[config.mk]
export PLATFORM = sky130hd
export DESIGN_NAME = multicycle_ctrl
export DESIGN_NICKNAME = d
export VERILOG_FILES = /design/src/rtl/rv32_ctrl_pkg.sv /design/src/rtl/opcode_class.sv /design/src/rtl/multicycle_ctrl.sv
export SDC_FILE = /design/constraint.sdc
export NUM_CORES = 1
export LEC_CHECK = 0
export BUFFER_PORTS_ARGS = -buffer_cell sky130_fd_sc_hd__buf_2
export CAP_MARGIN = 20
export CORE_UTILIZATION = 43
export CTS_CLUSTER_SIZE = 16
export DETAILED_ROUTE_END_ITERATION = 12
export GPL_TIMING_DRIVEN = 0
export PLACE_DENSITY_LB_ADDON = 0.15
export SYNTH_ARGS = -nofsm -noshare
export SYNTH_HDL_FRONTEND = slang
export SYNTH_HIERARCHICAL = 1
export SYNTH_SLANG_ARGS = --single-unit
[constraint.sdc]
create_clock -name clk -period 4.1 [get_ports clk]
set_clock_uncertainty 0.15 [all_clocks]
set_input_delay 0.41 -clock clk [delete_from_list [all_inputs] [get_ports clk]]
set_output_delay 0.41 -clock clk [all_outputs]
set_load 0.05 [all_outputs]
[src/rtl/rv32_ctrl_pkg.sv]
// Shared encodings for the RV32I control path: opcodes, immediate kinds,
// FSM states and datapath mux codes.
package rv32_ctrl_pkg;

   localparam logic [6:0] OPC_LUI    = 7'b0110111;
   localparam logic [6:0] OPC_AUIPC  = 7'b0010111;
   localparam logic [6:0] OPC_JAL    = 7'b1101111;
   localparam logic [6:0] OPC_JALR   = 7'b1100111;
   localparam logic [6:0] OPC_BRANCH = 7'b1100011;
   localparam logic [6:0] OPC_LOAD   = 7'b0000011;
   localparam logic [6:0] OPC_STORE  = 7'b0100011;
   localparam logic [6:0] OPC_OPIMM  = 7'b0010011;
   localparam logic [6:0] OPC_OP     = 7'b0110011;

   localparam logic [2:0] IMM_NONE = 3'd0;
   localparam logic [2:0] IMM_I    = 3'd1;
   localparam logic [2:0] IMM_S    = 3'd2;
   localparam logic [2:0] IMM_B    = 3'd3;
   localparam logic [2:0] IMM_J    = 3'd4;
   localparam logic [2:0] IMM_U    = 3'd5;

   typedef enum logic [2:0] {
      StFetch  = 3'd0,
      StDecode = 3'd1,
      StExec   = 3'd2,
      StMem    = 3'd3,
      StWb     = 3'd4,
      StHalt   = 3'd7
   } ctrl_state_e;

   localparam logic [1:0] PCSEL_PC4 = 2'd0;
   localparam logic [1:0] PCSEL_IMM = 2'd1;
   localparam logic [1:0] PCSEL_ALU = 2'd2;

   localparam logic [1:0] WBSEL_ALU = 2'd0;
   localparam logic [1:0] WBSEL_MEM = 2'd1;
   localparam logic [1:0] WBSEL_PC4 = 2'd2;

   localparam logic [1:0] ALUOP_ADD   = 2'd0;
   localparam logic [1:0] ALUOP_BR    = 2'd1;
   localparam logic [1:0] ALUOP_FUNCT = 2'd2;
   localparam logic [1:0] ALUOP_PASSB = 2'd3;

endpackage

[src/rtl/opcode_class.sv]
// Combinational opcode classifier: immediate kind plus instruction-class flags.
// Shared between the multi-cycle and pipelined control paths.
module opcode_class
   import rv32_ctrl_pkg::*;
(
   input  logic [6:0] opcode,
   output logic [2:0] imm_sel,
   output logic       is_load,
   output logic       is_store,
   output logic       is_branch,
   output logic       is_jump,
   output logic       legal
);

   always_comb begin
      imm_sel   = IMM_NONE;
      is_load   = 1'b0;
      is_store  = 1'b0;
      is_branch = 1'b0;
      is_jump   = 1'b0;
      legal     = 1'b1;
      case (opcode)
         OPC_OP:     imm_sel = IMM_NONE;
         OPC_OPIMM:  imm_sel = IMM_I;
         OPC_LOAD: begin
            imm_sel = IMM_I;
            is_load = 1'b1;
         end
         OPC_STORE: begin
            imm_sel  = IMM_S;
            is_store = 1'b1;
         end
         OPC_BRANCH: begin
            imm_sel   = IMM_B;
            is_branch = 1'b1;
         end
         OPC_JAL: begin
            imm_sel = IMM_J;
            is_jump = 1'b1;
         end
         OPC_JALR: begin
            imm_sel = IMM_I;
            is_jump = 1'b1;
         end
         OPC_LUI, OPC_AUIPC: imm_sel = IMM_U;
         // Also catches every non-32-bit encoding (opcode[1:0] != 2'b11).
         default: legal = 1'b0;
      endcase
   end

endmodule

[src/rtl/multicycle_ctrl.sv]
// Multi-cycle RV32I main control FSM: fetch, decode, execute, memory, writeback.
// Define MULTICYCLE_CTRL_PERF_EN to add cycle_cnt/instret_cnt performance counters.
module multicycle_ctrl
   import rv32_ctrl_pkg::*;
#(
   parameter bit RESET_STATE_FETCH = 1'b1
) (
   input  logic        clk,
   input  logic        rst_n,
   input  logic        start,
   input  logic [31:0] Instr,
   input  logic        imem_ready,
   input  logic        dmem_ready,
   input  logic        branch_taken,
   output logic        imem_req,
   output logic        IRWrite,
   output logic [2:0]  ImmSel,
   output logic        ALUSrcA,
   output logic        ALUSrcB,
   output logic [1:0]  ALUOp,
   output logic        dmem_rd,
   output logic        dmem_wr,
   output logic        RegWrite,
   output logic [1:0]  WBSel,
   output logic        PCWrite,
   output logic [1:0]  PCSel,
   output logic        illegal,
   output logic [2:0]  state_o
`ifdef MULTICYCLE_CTRL_PERF_EN
   ,
   output logic [31:0] cycle_cnt,
   output logic [31:0] instret_cnt
`endif
);

   localparam ctrl_state_e ResetState = RESET_STATE_FETCH ? StFetch : StHalt;

   ctrl_state_e state_q, state_d;
   logic [2:0]  imm_sel_q, imm_sel_d;

   logic [6:0] opcode;
   logic [2:0] cls_imm_sel;
   logic       is_load, is_store, is_branch, is_jump, legal;
   logic       unused_instr;

   assign opcode       = Instr[6:0];
   assign unused_instr = ^Instr[31:7];

   opcode_class u_opcode_class (
      .opcode    (opcode),
      .imm_sel   (cls_imm_sel),
      .is_load   (is_load),
      .is_store  (is_store),
      .is_branch (is_branch),
      .is_jump   (is_jump),
      .legal     (legal)
   );

   always_ff @(posedge clk) begin
      if (!rst_n) begin
         state_q   <= ResetState;
         imm_sel_q <= IMM_NONE;
      end else begin
         state_q   <= state_d;
         imm_sel_q <= imm_sel_d;
      end
   end

   always_comb begin
      state_d   = state_q;
      imm_sel_d = imm_sel_q;
      imem_req  = 1'b0;
      IRWrite   = 1'b0;
      ALUSrcA   = 1'b0;
      ALUSrcB   = 1'b0;
      ALUOp     = ALUOP_ADD;
      dmem_rd   = 1'b0;
      dmem_wr   = 1'b0;
      RegWrite  = 1'b0;
      WBSel     = WBSEL_ALU;
      PCWrite   = 1'b0;
      PCSel     = PCSEL_PC4;
      illegal   = 1'b0;

      unique case (state_q)
         StHalt: begin
            if (start) state_d = StFetch;
         end
         StFetch: begin
            imem_req = 1'b1;
            if (imem_ready) begin
               IRWrite = 1'b1;
               state_d = StDecode;
            end
         end
         StDecode: begin
            if (!legal) begin
               illegal = 1'b1;
               PCWrite = 1'b1;
               state_d = StFetch;
            end else begin
               imm_sel_d = cls_imm_sel;
               state_d   = StExec;
            end
         end
         StExec: begin
            if (is_branch) begin
               ALUOp   = ALUOP_BR;
               PCWrite = 1'b1;
               PCSel   = branch_taken ? PCSEL_IMM : PCSEL_PC4;
               state_d = StFetch;
            end else begin
               state_d = StWb;
               case (opcode)
                  OPC_OP: ALUOp = ALUOP_FUNCT;
                  OPC_OPIMM: begin
                     ALUSrcB = 1'b1;
                     ALUOp   = ALUOP_FUNCT;
                  end
                  OPC_LOAD, OPC_STORE: begin
                     ALUSrcB = 1'b1;
                     state_d = StMem;
                  end
                  OPC_AUIPC, OPC_JAL: begin
                     ALUSrcA = 1'b1;
                     ALUSrcB = 1'b1;
                  end
                  OPC_LUI: begin
                     ALUSrcB = 1'b1;
                     ALUOp   = ALUOP_PASSB;
                  end
                  OPC_JALR: ALUSrcB = 1'b1;
                  // IR changed under us: skip the instruction so PC still advances once.
                  default: begin
                     PCWrite = 1'b1;
                     state_d = StFetch;
                  end
               endcase
            end
         end
         StMem: begin
            dmem_rd = is_load;
            dmem_wr = is_store;
            if (dmem_ready) begin
               if (is_load) begin
                  state_d = StWb;
               end else begin
                  PCWrite = 1'b1;
                  state_d = StFetch;
               end
            end
         end
         StWb: begin
            RegWrite = 1'b1;
            PCWrite  = 1'b1;
            state_d  = StFetch;
            if (is_load) begin
               WBSel = WBSEL_MEM;
            end else if (is_jump) begin
               WBSel = WBSEL_PC4;
            end
            if (opcode == OPC_JAL) begin
               PCSel = PCSEL_IMM;
            end else if (opcode == OPC_JALR) begin
               PCSel = PCSEL_ALU;
            end
         end
         default: state_d = ResetState;
      endcase

      if (state_d == StFetch) imm_sel_d = IMM_NONE;

      // Outputs are forced quiet during reset so an aborted instruction never retires.
      if (!rst_n) begin
         imem_req = 1'b0;
         IRWrite  = 1'b0;
         ALUSrcA  = 1'b0;
         ALUSrcB  = 1'b0;
         ALUOp    = ALUOP_ADD;
         dmem_rd  = 1'b0;
         dmem_wr  = 1'b0;
         RegWrite = 1'b0;
         WBSel    = WBSEL_ALU;
         PCWrite  = 1'b0;
         PCSel    = PCSEL_PC4;
         illegal  = 1'b0;
      end
   end

   assign ImmSel  = imm_sel_q;
   assign state_o = state_q;

`ifdef MULTICYCLE_CTRL_PERF_EN
   logic [31:0] cycle_q, instret_q;

   always_ff @(posedge clk) begin
      if (!rst_n) begin
         cycle_q   <= 32'd0;
         instret_q <= 32'd0;
      end else begin
         if (state_q != StHalt) cycle_q <= cycle_q + 32'd1;
         if (PCWrite && !illegal) instret_q <= instret_q + 32'd1;
      end
   end

   assign cycle_cnt   = cycle_q;
   assign instret_cnt = instret_q;
`endif

endmodule

==> run_results.csv <==
group,metric,value,unit
critical_path,crit_slowest_cell,"a21oi_1",
placed_design,dp_hpwl,1.497,mm
placed_design,portBuffers,33,
critical_path,cp-end-kind,"output port",
timing,setup_violations,0,
logic_synthesis,synth_cells,103,
power_and_ir_drop,p_per_area,173.1,nW/um^2
clocking,hold_buffers,0,
logic_synthesis,syn_area,782.0,um^2
clocking,clk_path_buf_depth,2,
power_and_ir_drop,clkPwrFrac,32.4,%
floorplanning,start_util,45.79,%
global_route,grt_start_max_net_pins,15,
logic_synthesis,ys_top_cells_by_count,"nand2_1 (11), nor3_1 (11), nor2_1 (9), a21oi_1 (7), dfxtp_1 (6)",
clocking,cts_buffers,3,
power_and_ir_drop,power,173.3,uW
timing,fmax,0.3841,GHz
timing,fin_crit_sh,63.49,%
critical_path,cp_common_cell,"buf_2",
logic_synthesis,seq_area_frac_synth,15.36,%
clocking,clk_transition_reported_paths,0.04,ns
floorplanning,fp.dieW,44.65,um
clocking,cts.repair.resized,0,
clocking,cts_tree,"built",
power_and_ir_drop,worst_ir_drop_vdd,141.8,uV
critical_path,crit_type,"input port to output port",
final_layout,syn_to_final_growth,28.00,%
clocking,cts_root_buffer,"clkbuf_4",
logic_synthesis,ys.flop_type,"dfxtp_1",
critical_path,path_buf_inv,2,
logic_synthesis,synth.ff_latch_count,6,
final_layout,antenna_cells,0,
drt,dr.pass1.iters,4,
floorplanning,rows,15,
logic_synthesis,synth_edf_count,0,
power_and_ir_drop,power_frac_comb,33.3,%
timing,hold_violations,0,
logic_synthesis,synth.area.top_cells,"dfxtp_1 (15%), nor3_1 (7.0%), mux2i_1 (6.4%)",
floorplanning,core,1708,um^2
timing,final_max_slew_viol_count,0,
drt,postRouteAntennaNets,0,
critical_path,crit_chain,"buf_2 -> and3b_2 -> o21ai_0 -> a21oi_1 -> nor2_1 -> mux2i_1 -> o22ai_1 -> a22o_1 -> buf_2",
critical_path,worstPathMaxFanout,11,
global_route,grt_pass1_vias,692,
flow_run,maxCapViolCount,0,
clocking,clk_latency,0.25,ns
power_and_ir_drop,p_seq_share,34.3,%
final_layout,layout-drive-gt1-share,37.41,%
drt,drc,0,
logic_synthesis,syn_nets,141,
floorplanning,dieArea,1993,um^2
floorplanning,die_y,44.65,um
timing,slew_headroom,71.48,%
timing,setup_tns,0,ns
global_route,grt-ovfl-total,0,
timing,timing.final.crit_period,2.603,ns
power_and_ir_drop,switchingPower,61.10,uW
critical_path,slowest_delay,0.35,ns
drt,num_vias,897,
timing,worst_pin_slew,0.4270,ns
logic_synthesis,async_reset_ff_share,0,%
hold_path,hold_class,"input port to flop",
logic_synthesis,ys_types,42,
global_route,grt_usage,21.02,%
critical_path,crit_path_start_kind,"input port",
timing,rsz0062_at_grt,"false",
clocking,post_cts.repair.setup_buffers,0,
power_and_ir_drop,power.switching_fraction,35.25,%
logic_synthesis,synth_top_area_share,15.36,%
power_and_ir_drop,p_int,112.2,uW
placed_design,gp_congestion,0.8039,
drt,wl_per_cell,11.85,um
global_route,grt_antenna_before_repair,0,
power_and_ir_drop,p_leak,0.4364,nW
global_route,grt_pass1_wl,3.146,mm
drt,vias_per_cell,5.470,
logic_synthesis,synth.largest_area_cell,"dfxtp_1",
logic_synthesis,yosys_warnings,6,
critical_path,required,3.54,ns
clocking,clock_sinks,6,
final_layout,num-nets-final,179,
drt,wirelength,1.943,mm
critical_path,cp_data_arrival_time,2.04,ns
clocking,htree_levels,1,
logic_synthesis,syn_avg_cell_area,7.592,um^2
drt,drt_iter0_drc,14,
outcome,status,"finished, final reports clean",
floorplanning,io_pins,59,
critical_path,critical_path.top_delay_family,"compound AO/OA/AOI/OAI gates",
==> kinds of logic after synthesis <==
group                  Yosys count  synth area share, %
AOI/OAI and AO/OA               21                20.00
and+or+nand+nor                 63                52.80
DFF                              6                15.36
buffers and inverters            8                5.440
muxes                            5                6.400
==> power by group through the flow <==
stage / Clock (mW) / Sequential, mW / Combinational [mW]
global route: 0.0599 / 0.0595 / 0.0630
finish: 0.0561 / 0.0595 / 0.0577
global placement: 0 / 0.0606 / 0.0563
CTS: 0.0582 / 0.0595 / 0.0573
detailed placement: 0 / 0.0606 / 0.0573
floorplan: 0 / 0.0629 / 0.0335
==> worst paths after layout <==
| kind | start | end | depth (start not counted) | slack [ns] |
|---|---|---|---|---|
| worst max-delay path | Instr[6] | PCWrite | 9 | 1.50 |
| worst max register to register | state_o[2]$_SDFF_PN0_ | ImmSel[1]$_SDFFE_PP0P_ | 5 | 2.54 |
| worst min register to register | ImmSel[0]$_SDFFE_PP0P_ | ImmSel[0]$_SDFFE_PP0P_ | 2 | 0.38 |
| worst min-delay path | imem_ready | state_o[0]$_SDFF_PN0_ | 3 | 0.33 |
==> layout make-up <==
type	instances	area [um^2]
buffer	3	23.77
fill	184	706.9
tap	25	31.28
multi-input combinational	89	619.3
inverter	5	18.77
sequential	6	120.1
timing repair buffer	33	165.2
clock buffer	3	22.52
==> stage by stage <==
step	cell area (um^2)	utilization [%]	std cells	hold WS [ns]	setup slack, ns
floorplan	782.0	-	103	0.4238	0.9521
global placement	978.4	57.29	161	0.3583	1.535
detailed placement	978.4	57.29	161	0.3701	1.528
CTS	1001	58.61	164	0.3255	1.519
global route	1001	58.61	164	0.3611	1.397
finish	1001	58.61	164	0.3269	1.497
==> state kept, by name, summed over array words and instances, names as in the netlist <==
signal / flops
state_o: 3
ImmSel: 3
==> cells in the final DEF (no fill, tap or decap), types with 4 or more instances in the layout <==
master   synthesis  layout
a21oi_1          7       7
and2_1           4       4
buf_2            1      34
dfxtp_1          6       6
inv_1            5       5
mux2i_1          5       5
nand2_1         11      11
nor2_1           9       9
nor3_1          11      11
==> layer usage <==
metal / global-route usage, % / share of wire, % / up-vias
met3: 4.082 / 4.9 / 2
met1: 30.32 / 47 / 414
li1: - / - / 455
met4: 6.061 / 0.87 / 0
met2: 31.47 / 47 / 26
met5: 0 / 0 / -
==> worst min-delay path, stage by stage <==
cell,delay [ns]
buf_2,0.11
nand3b_1,0.09
a21oi_1,0.06
Power figures use the tool's default switching activity.
